[config.mk]
export PLATFORM = sky130hd
export DESIGN_NAME = reg_file
export DESIGN_NICKNAME = d
export VERILOG_FILES = /design/src/rtl/reg_file_pkg.sv /design/src/rtl/reg_file_rdport.sv /design/src/rtl/reg_file.sv
export SDC_FILE = /design/constraint.sdc
export NUM_CORES = 1
export LEC_CHECK = 0
export BUFFER_PORTS_ARGS = -buffer_cell sky130_fd_sc_hd__clkbuf_2
export CAP_MARGIN = 20
export CORE_MARGIN = 2
export CORE_UTILIZATION = 34
export CTS_CLUSTER_DIAMETER = 100
export DETAILED_ROUTE_END_ITERATION = 7
export PLACE_DENSITY_LB_ADDON = 0.25
export SKIP_CTS_REPAIR_TIMING = 1
export SLEW_MARGIN = 20
export SYNTH_ARGS = -nofsm -noshare
export SYNTH_HDL_FRONTEND = slang
export SYNTH_SLANG_ARGS = --single-unit
[constraint.sdc]
create_clock -name Clk -period 1.73 [get_ports Clk]
set_input_delay 0.0865 -clock Clk [delete_from_list [all_inputs] [get_ports Clk]]
set_output_delay 0.0865 -clock Clk [all_outputs]
set_load 0.03 [all_outputs]
[src/rtl/reg_file_pkg.sv]
// rtl/reg_file_pkg.sv - shared defaults and helpers for the reg_file slice
// Purpose: default N/DEPTH/AW values and a clog2 helper for deriving AW.
// Ports: none (package).
package reg_file_pkg;

   // Smallest a such that 2^a >= v (minimum 1 so a 1-entry space still has an address bit).
   function automatic int clog2(input int v);
      int a;
      a = 1;
      while ((1 << a) < v) a++;
      return a;
   endfunction

   localparam int N_DEF     = 12;
   localparam int DEPTH_DEF = 8;
   localparam int AW_DEF    = clog2(DEPTH_DEF);

endpackage

[src/rtl/reg_file_rdport.sv]
// rtl/reg_file_rdport.sv - one registered read port with range check and write bypass
// Purpose: selects an entry from the flattened storage, forwards same-edge write data,
//          and registers the result.
// Ports:
//   Clk, Rst_n           clock, async active-low reset
//   Clr                  synchronous clear (forces a zero/invalid read result)
//   We, Waddr, Wdata     write port of the parent, used for bypass
//   Re, Raddr            read enable and address
//   entries, valid       flattened storage and per-entry valid bits
//   Rdata, Rvalid        registered read result
module reg_file_rdport
   import reg_file_pkg::*;
#(
   parameter int N     = N_DEF,
   parameter int DEPTH = DEPTH_DEF,
   parameter int AW    = AW_DEF
) (
   input  logic               Clk,
   input  logic               Rst_n,
   input  logic               Clr,
   input  logic               We,
   input  logic [AW-1:0]      Waddr,
   input  logic [N-1:0]       Wdata,
   input  logic               Re,
   input  logic [AW-1:0]      Raddr,
   input  logic [N*DEPTH-1:0] entries,
   input  logic [DEPTH-1:0]   valid,
   output logic [N-1:0]       Rdata,
   output logic               Rvalid
);

   localparam logic [AW:0] DEPTH_W = (AW+1)'(DEPTH);

   logic         in_range;
   logic         bypass;
   logic [N-1:0] sel_data;
   logic         sel_valid;

   assign in_range = ({1'b0, Raddr} < DEPTH_W);
   // An in-range Raddr matching Waddr implies the write is in range too.
   assign bypass   = We && (Waddr == Raddr) && in_range;

   always_comb begin
      sel_data  = '0;
      sel_valid = 1'b0;
      for (int k = 0; k < DEPTH; k++) begin
         if (Raddr == AW'(k)) begin
            sel_data  = entries[k*N +: N];
            sel_valid = valid[k];
         end
      end
   end

   always_ff @(posedge Clk or negedge Rst_n) begin
      if (!Rst_n) begin
         Rdata  <= '0;
         Rvalid <= 1'b0;
      end else if (Re) begin
         if (Clr || !in_range) begin
            Rdata  <= '0;
            Rvalid <= 1'b0;
         end else if (bypass) begin
            Rdata  <= Wdata;
            Rvalid <= 1'b1;
         end else begin
            Rdata  <= sel_data;
            Rvalid <= sel_valid;
         end
      end
   end

endmodule

[src/rtl/reg_file.sv]
// rtl/reg_file.sv - DEPTH x N register file, one write port, two registered read ports
// Purpose: addressable operand storage with per-entry valid tracking and write-to-read bypass.
// Ports:
//   Clk, Rst_n                        clock, async active-low reset
//   Clr                               synchronous clear of all entries and valid bits
//   We, Waddr, Wdata                  write port (out-of-range writes are dropped)
//   Re0, Raddr0, Rdata0, Rvalid0      read port 0
//   Re1, Raddr1, Rdata1, Rvalid1      read port 1
//   ValidMask                         per-entry valid bits, bit k = entry k
module reg_file
   import reg_file_pkg::*;
#(
   parameter int N     = N_DEF,
   parameter int DEPTH = DEPTH_DEF,
   parameter int AW    = AW_DEF
) (
   input  logic             Clk,
   input  logic             Rst_n,
   input  logic             Clr,
   input  logic             We,
   input  logic [AW-1:0]    Waddr,
   input  logic [N-1:0]     Wdata,
   input  logic             Re0,
   input  logic [AW-1:0]    Raddr0,
   output logic [N-1:0]     Rdata0,
   output logic             Rvalid0,
   input  logic             Re1,
   input  logic [AW-1:0]    Raddr1,
   output logic [N-1:0]     Rdata1,
   output logic             Rvalid1,
   output logic [DEPTH-1:0] ValidMask
);

   logic [N*DEPTH-1:0] entries;

   for (genvar k = 0; k < DEPTH; k++) begin : g_entry
      localparam logic [AW-1:0] IDX = AW'(k);
      logic [N-1:0] data_q;
      logic         valid_q;

      always_ff @(posedge Clk or negedge Rst_n) begin
         if (!Rst_n) begin
            data_q  <= '0;
            valid_q <= 1'b0;
         end else if (Clr) begin
            data_q  <= '0;
            valid_q <= 1'b0;
         end else if (We && (Waddr == IDX)) begin
            // Addresses >= DEPTH match no entry, so such writes fall through untouched.
            data_q  <= Wdata;
            valid_q <= 1'b1;
         end
      end

      assign entries[k*N +: N] = data_q;
      assign ValidMask[k]      = valid_q;
   end

   reg_file_rdport #(.N(N), .DEPTH(DEPTH), .AW(AW)) u_rd0 (
      .Clk     (Clk),
      .Rst_n   (Rst_n),
      .Clr     (Clr),
      .We      (We),
      .Waddr   (Waddr),
      .Wdata   (Wdata),
      .Re      (Re0),
      .Raddr   (Raddr0),
      .entries (entries),
      .valid   (ValidMask),
      .Rdata   (Rdata0),
      .Rvalid  (Rvalid0)
   );

   reg_file_rdport #(.N(N), .DEPTH(DEPTH), .AW(AW)) u_rd1 (
      .Clk     (Clk),
      .Rst_n   (Rst_n),
      .Clr     (Clr),
      .We      (We),
      .Waddr   (Waddr),
      .Wdata   (Wdata),
      .Re      (Re1),
      .Raddr   (Raddr1),
      .entries (entries),
      .valid   (ValidMask),
      .Rdata   (Rdata1),
      .Rvalid  (Rvalid1)
   );

endmodule

### Yosys cells after proc, flatten, opt, wreduce, memory -nomap -nowiden

Cells that the tools add are included.

| cells by class | value |
|---|---|
| equal/unequal tests | 23 |
| muxes and demuxes | 72 |
| reductions and logical operators | 21 |

Operators with widths:

| operator | number |
|---|---|
| 12-bit two-way mux | 36 |
| 3-bit == test (second input constant) | 12 |
| 1-bit two-way mux | 36 |
| 3-bit by 2-bit == test with 1-bit output (second input constant) | 6 |
| 2-bit nonzero test | 8 |
| 1-bit logical AND | 10 |
| 3-bit by 1-bit == test with 1-bit output (second input constant) | 3 |
| 3-bit logical NOT | 3 |
| 3-bit == test | 2 |

| word-level totals | value |
|---|---|
| register bits | 130 |
| output and inout bits | 34 |
| logic and storage cells | 136 |

### Longest topological paths before layout

Gate-level depths: netlist of run 1.

| depth | value |
|---|---|
| depth after elaboration | 11 |
| mapped depth | 8 |
| mapped depth without buffers | 5 |

### Hierarchy

From an unflattened synthesis of run 1, not the netlist that was laid out.

| unflattened totals | value |
|---|---|
| cell total of the unflattened synthesis | 759 |
| area total of the unflattened synthesis | 7872.6 um^2 |

Modules (own cells, without submodules):

| module | times used | cells an instance | area an instance (um^2) | seq. area each (um^2) |
|---|---|---|---|---|
| reg_file | 1 | 383 | 4659.5 | 2602.5 |
| reg_file_rdport | 2 | 188 | 1606.5 | 325.3 |

### Least setup slack after synthesis of run 1

No wires, ideal clock.

| timing path | value |
|---|---|
| kind | reg2reg |
| from | reg g_entry[6].data_q[9] |
| to | reg u_rd1.Rdata[9] |
| arrival | 1160 ps |
| data required time | 1590 ps |
| setup slack | 431 ps |
| cell stages (with the launch flop) | 6 |
| buffers on the path | 0 |
| cells stage by stage | dfrtp_1 -> mux2_1 -> o22ai_1 -> a221oi_2 -> a211oi_2 -> o32ai_2 |

| between the ends | value |
|---|---|
| longest elaborated chain between the ends | 4 |

Ends and longest elaborated chain:

| what | line | RTL |
|---|---|---|
| start: declaration | reg_file.sv:38 | `logic [N-1:0] data_q;` |
| start signal: assignment | reg_file.sv:50 | `data_q <= Wdata;` |
| 12-bit two-way mux (2 in a row) | reg_file_rdport.sv:47 | `if (Raddr == AW'(k)) begin` |
| 12-bit two-way mux | reg_file_rdport.sv:62 | `end else if (bypass) begin` |
| 12-bit two-way mux | reg_file_rdport.sv:59 | `if (Clr \|\| !in_range) begin` |
| end signal: assignment | reg_file_rdport.sv:63 | `Rdata <= Wdata;` |
| end signal: assignment | reg_file_rdport.sv:66 | `Rdata <= sel_data;` |
| end: declaration | reg_file_rdport.sv:28 | `output logic [N-1:0] Rdata,` |

No other way between the ends.
A chain may end at the register's enable or synchronous reset.

### Worst setup path in the final report of run 1

| timing path | value |
|---|---|
| from | reg g_entry[6].valid_q |
| to | reg u_rd1.Rvalid |

| between the ends | value |
|---|---|
| longest elaborated chain between the ends | 4 |

Ends and longest elaborated chain:

| what | line | RTL |
|---|---|---|
| start: declaration | reg_file.sv:39 | `logic valid_q;` |
| start signal: assignment | reg_file.sv:44 | `valid_q <= 1'b0;` |
| start signal: assignment | reg_file.sv:47 | `valid_q <= 1'b0;` |
| start signal: assignment | reg_file.sv:51 | `valid_q <= 1'b1;` |
| 1-bit two-way mux (2 in a row) | reg_file_rdport.sv:47 |  |
| 1-bit two-way mux | reg_file_rdport.sv:62 |  |
| 1-bit two-way mux | reg_file_rdport.sv:59 |  |
| end signal: assignment | reg_file_rdport.sv:67 | `Rvalid <= sel_valid;` |
| end: declaration | reg_file_rdport.sv:29 | `output logic Rvalid` |

No other way between the ends.

==> impl_metrics.ini, run 1 <==
[route]
firstDrtPassIters = 5
drt_iter0_drc = 467
num_vias = 6237
drc = 0
routed_wl_mm = 22.9
wire_per_inst_microns = 19.4
viasPerCell = 5.27
ant_nets = 0

[yosys]
synthArstFlopShare = 1.00
syn_inst = 852
synth_area_leaders = dfrtp_1 44%, nand2_1 11%, a21oi_1 6.9%
synth_edf_count = 0
ys_top_cells_by_count = 223 x nand2_1, 130 x dfrtp_1, 102 x a21oi_1
synth.most_common_cell = nand2_1
synth-seq-cells = 130
yosysWarnings = 0
yosysTopAreaCell = dfrtp_1
synth_flop_cell = dfrtp_1
syn_nets = 879
synth_top_area_frac = 0.439
ys_seq_area_frac = 0.439
ys_types = 43
synth_area_sq_um = 7410
syn_avg_cell_area_sq_um = 8.70

[layout]
postLayoutCellArea_sq_um = 8620
final_util = 0.399
drive_gt1_frac = 0.208
area_growth_pct = 16.3
layout.nets = 918
stdcell_count = 1183
antenna_cells = 0

[power_and_ir_drop]
power_density_nw_per_um2 = 926
p_total_mw = 7.98
ir_drop_mv = 0.511
p_leak_nw = 3.70

[sta]
hold_violations = 0
clock_skew_ns = 0.00747
setup_slack_ns = 0.167
grt_setup_unrepaired = no
fin_crit_sh = 0.904
setup_viol_count_final = 0
period_minus_slack_ns = 1.56
drv_slew = 0
relSlewSlack = 0.559
fmax_mhz = 640
worst_pin_slew_ns = 0.661

[clock_tree]
cts.sinks = 130
cts_tree = done
clock_path_buffers = 2
path_clk_slew_ns = 0.06
cts-root-buf = clkbuf_16
clock_latency_ns = 0.43
numCtsBuffers = 17
htree_levels = 4

[die]
initial_utilization = 0.343
die_h_microns = 152
core_sq_um = 21600
fp.dieW_microns = 152
io_pins = 61
dieArea_sq_um = 23000
row_count = 54

[worst_setup_path]
crit_top_cell = o22ai_1
cp.required_ns = 2.00
path_max_fanout = 4
slowest_delay_ns = 0.42
start_kind = flop
worst-setup-path-type = flop to flop
end_kind = flop
worstPathCellList = mux2_2 > o22ai_1 > a221oi_1 > a211oi_1 > o22ai_1
critPathTopFamily = compound AO/OA/AOI/OAI gates
worst-path-buf-inv = 0
cpMaxStageDelayCell = dfrtp_1
critPathArrivalTime_ns = 1.84

[global_routing]
antenna_found_initial = 0
grt_pass1_vias = 6008
grt_overflow = 0
grt_start_max_net_pins = 105
track_usage = 0.209
grt_pass1_wl_mm = 36.2

[hold_path]
hold_path.class = input port to flop

[placed_design]
port_buffers = 60
place_congestion = 0.860
dpl_cell_area_sq_um = 8010
preCtsSetupSlack_ns = 0.00398
hpwl_mm = 16.3
dp_cells = 1151

[run]
cap_violations = 0

[status]
status = complete, no violations
-- area by class of cell --
| class | count | area (sq um) |
|---|---|---|
| fillers | 2200 | 13000 |
| multi-input cells | 606 | 3550 |
| flip-flops and latches | 130 | 3250 |
| repair buffers | 107 | 752 |
| clock buffers | 18 | 439 |
| well taps | 280 | 350 |
| clock inverters | 13 | 163 |
| inverters | 29 | 109 |
-- where the power goes --
group	internal, mW	total (mW)	switching, mW
Clock	2.29	3.71	1.42
Combinational	0.362	1.05	0.689
Sequential	3.14	3.22	0.0817
Total	5.79	7.98	2.19
-- cells by family (layout without fill, tap and decap cells) --
| family | count (synthesis) | after routing | synth area share |
|---|---|---|---|
| AND/OR/NAND/NOR | 319 | 319 | 0.178 |
| AO/OA/AOI/OAI | 207 | 207 | 0.188 |
| flip-flops | 130 | 130 | 0.439 |
| buffers and inverters | 116 | 167 | 0.0815 |
| multiplexers | 74 | 74 | 0.105 |
| XOR/XNOR | 6 | 6 | 0.00810 |
-- registers in the layout, indices dropped and copies added (netlist names) --
| name | count |
|---|---|
| g_entry.data_q | 96 |
| u_rd1.Rvalid | 1 |
| g_entry.valid_q | 8 |
| u_rd0.Rdata | 12 |
| u_rd0.Rvalid | 1 |
| u_rd1.Rdata | 12 |
-- path summary, 6_finish.rpt --
kind | startpoint | end | slack, ns | cells after the start
max in group asynchronous | Rst_n | g_entry[0].data_q[8] | 0.95 | 3
min | Wdata[3] | g_entry[1].data_q[3] | 0.04 | 3
min in group asynchronous | Rst_n | u_rd1.Rdata[5] | 0.19 | 2
min reg2reg | u_rd1.Rdata[1] | u_rd1.Rdata[1] | 0.51 | 2
max reg2reg | g_entry[6].valid_q | u_rd1.Rvalid | 0.17 | 5
max | g_entry[6].valid_q | u_rd1.Rvalid | 0.17 | 5
-- tightest hold or removal path: stages --
cell and delay (ns):
clkbuf_2 0.19, nand2_1 0.10, a21oi_1 0.05
-- per-stage QoR --
step / setup TNS, ns / hold slack (ns)
5_1_grt: 0 / 0.0663
3_3_place_gp: -0.0122 / 0.0836
3_5_place_dp: 0 / 0.0878
4_1_cts: 0 / -0.371
6_report: 0 / 0.0443
2_1_floorplan: 0 / -0.209
-- per-layer routing --
layer  vias up  wire length, microns  GRT usage
li1       3008                     -          -
met1      3038                 11400      0.317
met2       174                 10000      0.309
met3        17                  1220     0.0275
met4         0                   271     0.0620
met5         -                     0          0
-- cell usage in the layout, fill, tap and decap left out, types with 5 or more instances in the layout --
cell / netlist / layout
a2111oi_2: 7 / 7
a221oi_2: 11 / 11
o21ai_0: 15 / 15
buf_4: 12 / 40
inv_1: 28 / 28
a21oi_1: 102 / 102
nand3_1: 7 / 7
dfrtp_1: 130 / 130
mux2_2: 26 / 26
nand2_1: 223 / 223
buf_12: 0 / 7
nand2b_1: 20 / 20
clkbuf_16: 0 / 17
xnor2_1: 5 / 5
nand4_1: 5 / 5
mux2i_1: 45 / 45
o22ai_1: 40 / 40
nor2_1: 45 / 45
clkbuf_2: 0 / 58
o32ai_1: 12 / 12
nor2b_1: 5 / 5
No activity file was read; power rests on OpenSTA's default activity.
==> run 2: changes to the inputs <==
--- a/config.mk
+++ b/config.mk
@@ -5,6 +5,7 @@
 export SDC_FILE = /design/constraint.sdc
 export NUM_CORES = 1
 export LEC_CHECK = 0
+export ABC_AREA = 1
 export BUFFER_PORTS_ARGS = -buffer_cell sky130_fd_sc_hd__clkbuf_2
 export CAP_MARGIN = 20
 export CORE_MARGIN = 2
==> run 2 against run 1 <==
The flow now finishes with violations (negative hold slack). Core utilization grew 0.56 points. Non-clock buffer count grew 1. Clock power grew 4%. Area after synthesis grew 0.14%. Synthesized cell count grew 15%. Hold slack lost 0.063 ns. Sequential cell count is the same. Cell area grew 1.4%. Critical path depth grew 3. Critical endpoint is now u_rd0.Rdata[2]. Largest cell class unchanged. Largest power group unchanged.
==> impl_metrics.ini, run 2 <==
[status]
status = finished, violations left
violations = negative hold slack

[hold_path]
hold_path.class = input port to flop

[power_and_ir_drop]
power_density_nw_per_um2 = 990
combPwrFrac = 0.155
swShare = 0.287
intPower_mw = 6.17
p_leak_nw = 4.41
p_switching_mw = 2.48
clkPwrFrac = 0.444
sequentialPowerShare = 0.401
ir_drop_mv = 0.509

[yosys]
ys_types = 25
synth_top_area_frac = 0.438
synth_fa_ha_area_frac = 0
synth-compound-area-share = 0.0572
syn_nets = 1009
yosysTopAreaCell = dfrtp_1
yosysWarnings = 0
syn_inst = 982
synth_area_sq_um = 7420
synth_flop_cell = dfrtp_1
synth.area.mux_share = 0.0683
syn_avg_cell_area_sq_um = 7.56
synth-seq-cells = 130
synth_edf_count = 0
synthArstFlopShare = 1.00
synth_top_family_by_area = simple AND/OR/NAND/NOR gates
ys_seq_area_frac = 0.438
synthXorXnorAreaFrac = 0.00118
synth_area_leaders = dfrtp_1 44%, nand2_1 14%, nand4_1 7.5%
ys_top_cells_by_count = 272 x nand2_1, 130 x dfrtp_1, 119 x nor2_1
synth.most_common_cell = nand2_1
synthSimpleGateAreaFrac = 0.326

[placed_design]
place_congestion = 0.827
preCtsSetupSlack_ns = 0.213
hpwl_mm = 15.9
port_buffers = 60

[clock_tree]
numCtsBuffers = 17
cts_tree = done
htree_levels = 4
path_clk_slew_ns = 0.06
cts.sinks = 130
clock_latency_ns = 0.43
clock_path_buffers = 2
cts-root-buf = clkbuf_16

[die]
io_pins = 61
fp.dieW_microns = 152
row_count = 54
die_h_microns = 152
dieArea_sq_um = 23000
initial_utilization = 0.343
core_sq_um = 21600

[sta]
drv_slew = 0
holdWs_ns = -0.0183
fin_setup_tns_ns = 0
grt_setup_unrepaired = no
clock_skew_ns = 0.0102
period_minus_slack_ns = 1.22
fin_crit_sh = 0.705
relSlewSlack = 0.372
setup_slack_ns = 0.510
hold_violations = 6
fmax_mhz = 820
worst_pin_slew_ns = 0.939
setup_viol_count_final = 0

[layout]
antenna_cells = 0
drive_gt1_frac = 0.185
final_common_cell = nand2_1
area_growth_pct = 17.8
reg_top3 = g_entry.data_q x96, u_rd0.Rdata x12, u_rd1.Rdata x12
top_register = g_entry.data_q
fill_cells = 2297
layout.nets = 1074
final_cell_mix = 272 x nand2_1, 130 x dfrtp_1, 119 x nor2_1
largest_reg_flops = 96

[worst_setup_path]
crit_start = g_entry[2].data_q[2]
r2r-end = u_rd0.Rdata[2]
cp.required_ns = 2.04
rrSetupSlack_ns = 0.51
end_kind = flop
crit_top_cell = nand2_1
critPathArrivalTime_ns = 1.53
cpMaxStageDelayCell = dfrtp_1
critical_path.endpoint = u_rd0.Rdata[2]
start_kind = flop
cp.depth = 8
critPathTopFamily = simple AND/OR/NAND/NOR gates
worst-path-buf-inv = 1
r2r-start = g_entry[2].data_q[2]
path_max_fanout = 3
slowest_delay_ns = 0.36
worstPathCellList = inv_1 > nor2_1 > nor2_1 > nand3_1 > nand2_1 > nand3_1 > nand2_1 > nand2_1
rr_worst_depth = 8
worst-setup-path-type = flop to flop

[route]
routed_wl_mm = 22.0
num_vias = 6817
viasPerCell = 5.09
ant_nets = 0
wire_per_inst_microns = 16.4
firstDrtPassIters = 5
drt_iter0_drc = 457
drc = 0

[run]
cap_violations = 0

[global_routing]
antenna_found_initial = 0
track_usage = 0.197
grt_start_max_net_pins = 90
grt_overflow = 0
grt_pass1_vias = 6325
grt_pass1_wl_mm = 34.6
-- run 2: worst reg2reg max path, cell delays in order, from the launching register on --
cell and delay, ns:
dfrtp_1 0.36, inv_1 0.10, nor2_1 0.06, nor2_1 0.17, nand3_1 0.11, nand2_1 0.09, nand3_1 0.08, nand2_1 0.08
nand2_1 0.05
-- run 2: final cells by class --
cell class	count	area [sq um]	area share
Multi-Input combinational cell	675	3360	0.384
Timing Repair Buffer	108	734	0.0840
Tap cell	280	350	0.0401
Sequential cell	130	3250	0.372
Clock buffer	19	443	0.0507
Clock inverter	12	164	0.0188
Inverter	115	437	0.0500
-- run 2: how the worst min path moves through the flow --
stage / startpoint / end / cells after the start
final: Wdata[2] / u_rd1.Rdata[2] / 5
after global routing: Wdata[1] / u_rd1.Rdata[1] / 5
after CTS: Rst_n / g_entry[1].data_q[6] / 2
after detailed placement: Rst_n / g_entry[1].data_q[6] / 2
after global placement: Rst_n / g_entry[1].data_q[6] / 2
after floorplan: Rst_n / g_entry[0].data_q[0] / 0
-- run 2: per-stage QoR --
| step | instances | utilization | instance area [sq um] | hold slack, ns | power, mW |
|---|---|---|---|---|---|
| global placement | 1306 | 0.375 | 8110 | 0.164 | 4.86 |
| detailed placement | 1306 | 0.375 | 8110 | 0.158 | 4.87 |
| global route | 1339 | 0.404 | 8740 | 0.00495 | 9.02 |
| floorplan | 982 | - | 7420 | -0.209 | 4.36 |
| CTS | 1337 | 0.403 | 8720 | -0.290 | 8.70 |
| finish | 1339 | 0.404 | 8740 | -0.0183 | 8.65 |
-- run 2: kinds of logic (layout without fill, tap and decap cells) --
kind of cell | Yosys count | count (layout)
DFF | 130 | 130
muxes | 45 | 45
and+or+nand+nor | 545 | 545
buffers and inverters | 177 | 254
AOI/OAI and AO/OA | 84 | 84
xor gates and xnor gates | 1 | 1
-- run 2: power by group through the flow --
stage	Sequential, mW	Combinational [mW]	Clock [mW]
final	3.47	1.35	3.84
after global routing	3.50	1.50	4.02
after CTS	3.47	1.36	3.87
after detailed placement	3.52	1.35	0
after global placement	3.52	1.34	0
after floorplan	3.59	0.768	0
-- run 2: metal layers --
| metal | track usage | up-vias | part of all wire |
|---|---|---|---|
| met3 | 0.0323 | 45 | 0.042 |
| met4 | 0.0662 | 0 | 0.022 |
| met1 | 0.268 | 3301 | 0.45 |
| met2 | 0.319 | 164 | 0.48 |
| met5 | 0 | - | 0 |
| li1 | - | 3307 | - |
==> run 3: changes to the inputs <==
==> constraint.sdc (replaced) <==
create_clock -name Clk -period 1.3 [get_ports Clk]
set_input_delay 0.065 -clock Clk [delete_from_list [all_inputs] [get_ports Clk]]
set_output_delay 0.065 -clock Clk [all_outputs]
set_load 0.03 [all_outputs]
==> run 3 against run 2 <==
The run still ends with negative hold slack left. Sequential cell count unchanged. Count of clock-buffer cells in the layout is the same. Global-route usage is 1.2 points higher. Critical endpoint is now u_rd0.Rdata[4]. Largest cell class unchanged.
==> impl_metrics.ini, run 3 (synthesized netlist as in run 2, its figures left out) <==
[route]
viasPerCell = 5.01
num_vias = 6953
drt_iter0_drc = 606
drc = 0
ant_nets = 0
wire_per_inst_microns = 16.4
firstDrtPassIters = 5
routed_wl_mm = 22.8

[sta]
drv_slew = 0
holdWs_ns = -0.0226
relSlewSlack = 0.590
clock_skew_ns = 0.00526
setup_slack_ns = 0.105
period_minus_slack_ns = 1.19
setup_viol_count_final = 0
grt_setup_unrepaired = no
fmax_mhz = 837
worst_pin_slew_ns = 0.613
hold_violations = 5
fin_crit_sh = 0.919

[power_and_ir_drop]
p_leak_nw = 4.73
clkPwrFrac = 0.432
p_switching_mw = 3.39
sequentialPowerShare = 0.396
ir_drop_mv = 0.708
intPower_mw = 8.26
combPwrFrac = 0.172
swShare = 0.291
p_total_mw = 11.7
power_density_nw_per_um2 = 1240

[worst_setup_path]
worstPathCellList = nand4_1 > nand2_1 > nor2_1 > nand4_1 > nand2_1 > nand2_1 > nand2_1 > nand2_1
end_kind = flop
slowest_delay_ns = 0.40
crit_top_cell = nand2_1
critPathArrivalTime_ns = 1.51
r2r-start = g_entry[1].data_q[4]
path_max_fanout = 3
cp.required_ns = 1.61
worst-setup-path-type = flop to flop
crit_start = g_entry[1].data_q[4]
worst-path-buf-inv = 0
critPathTopFamily = simple AND/OR/NAND/NOR gates
cpMaxStageDelayCell = dfrtp_1
start_kind = flop

[placed_design]
hpwl_mm = 16.8
preCtsSetupSlack_ns = -0.110
port_buffers = 60
dpl_cell_area_sq_um = 8720
place_congestion = 0.862

[layout]
final_cell_mix = 272 x nand2_1, 130 x dfrtp_1, 118 x nor2_1
drive_gt1_frac = 0.222
postLayoutCellArea_sq_um = 9370
final_common_cell = nand2_1
largest_reg_flops = 96
area_growth_pct = 26.3
fill_cells = 2217
register_area_sq_um = 3250
top_register = g_entry.data_q
multi_input_area_sq_um = 3360
reg_top3 = g_entry.data_q x96, u_rd0.Rdata x12, u_rd1.Rdata x12
layout.nets = 1123
antenna_cells = 0

[clock_tree]
cts-root-buf = clkbuf_16
clock_latency_ns = 0.42
clock_path_buffers = 2
path_clk_slew_ns = 0.06
cts_tree = done
htree_levels = 4
numCtsBuffers = 17
cts.sinks = 130

[global_routing]
grt_pass1_vias = 6779
antenna_found_initial = 0
grt_pass1_wl_mm = 36.6
track_usage = 0.209
grt_start_max_net_pins = 41
grt_overflow = 0

[status]
violations = negative hold slack
status = finished, violations left

[hold_path]
min_from = Wdata[4]
hold_path.class = input port to flop

[die]
io_pins = 61
die_h_microns = 152
initial_utilization = 0.343
dieArea_sq_um = 23000
fp.dieW_microns = 152
core_sq_um = 21600
row_count = 54

[run]
cap_violations = 0
-- run 3: changes by cell type in the layout (fill, tap and decap cells not counted), sizes merged --
cell	change
buf	+47
clkinv	-2
clkinvlp	+2
dlygate4sd3	+2
inv	+2
bufinv	-1
-- run 3: cell type report --
class | count | share of cell area
flip-flops and latches | 130 | 0.347
multi-input cells | 675 | 0.359
repair buffers | 157 | 0.145
clock buffers | 19 | 0.0483
well taps | 280 | 0.0374
inverters | 115 | 0.0466
clock inverters | 13 | 0.0167
-- run 3: power groups by stage --
stage / sequential (mW) / clock (mW) / combinational, mW
after global routing: 4.66 / 5.32 / 2.23
after CTS: 4.61 / 5.12 / 2.01
final: 4.62 / 5.03 / 2.01
after global placement: 4.68 / 0 / 1.98
after detailed placement: 4.68 / 0 / 2.00
after floorplan: 4.78 / 0 / 1.02
-- run 3: per-layer routing --
layer / wire length, microns / GRT usage / vias to the layer above
li1: - / - / 3405
met1: 10300 / 0.278 / 3349
met2: 11300 / 0.349 / 173
met3: 877 / 0.0341 / 26
met4: 304 / 0.0653 / 0
met5: 0 / 0 / -
-- run 3: path summary, 6_finish.rpt --
kind | slack, ns | end | cells past startpoint
hold / removal | -0.02 | u_rd1.Rdata[4] | 5
setup reg to reg | 0.11 | u_rd0.Rdata[4] | 8
setup / recovery | 0.11 | u_rd0.Rdata[4] | 8
min in group asynchronous | 0.15 | g_entry[1].data_q[10] | 2
max in group asynchronous | 0.60 | g_entry[1].data_q[0] | 3
hold reg to reg | 0.48 | u_rd1.Rdata[3] | 2
-- run 3: through the flow --
step,instances,TNS (ns),hold slack (ns),utilization
6_report,1389,0,-0.0226,0.433
5_1_grt,1389,0,0.00223,0.433
4_1_cts,1385,0,-0.418,0.431
3_5_place_dp,1353,-2.53,0.0396,0.403
3_3_place_gp,1353,-2.26,0.0368,0.403
2_1_floorplan,982,0,-0.231,-
-- run 3: tightest hold or removal path, cell delays in order --
cell and delay [ns]:
clkbuf_2 0.09, o21ai_1 0.06, inv_1 0.04, nand2_1 0.05, nand2_1 0.05
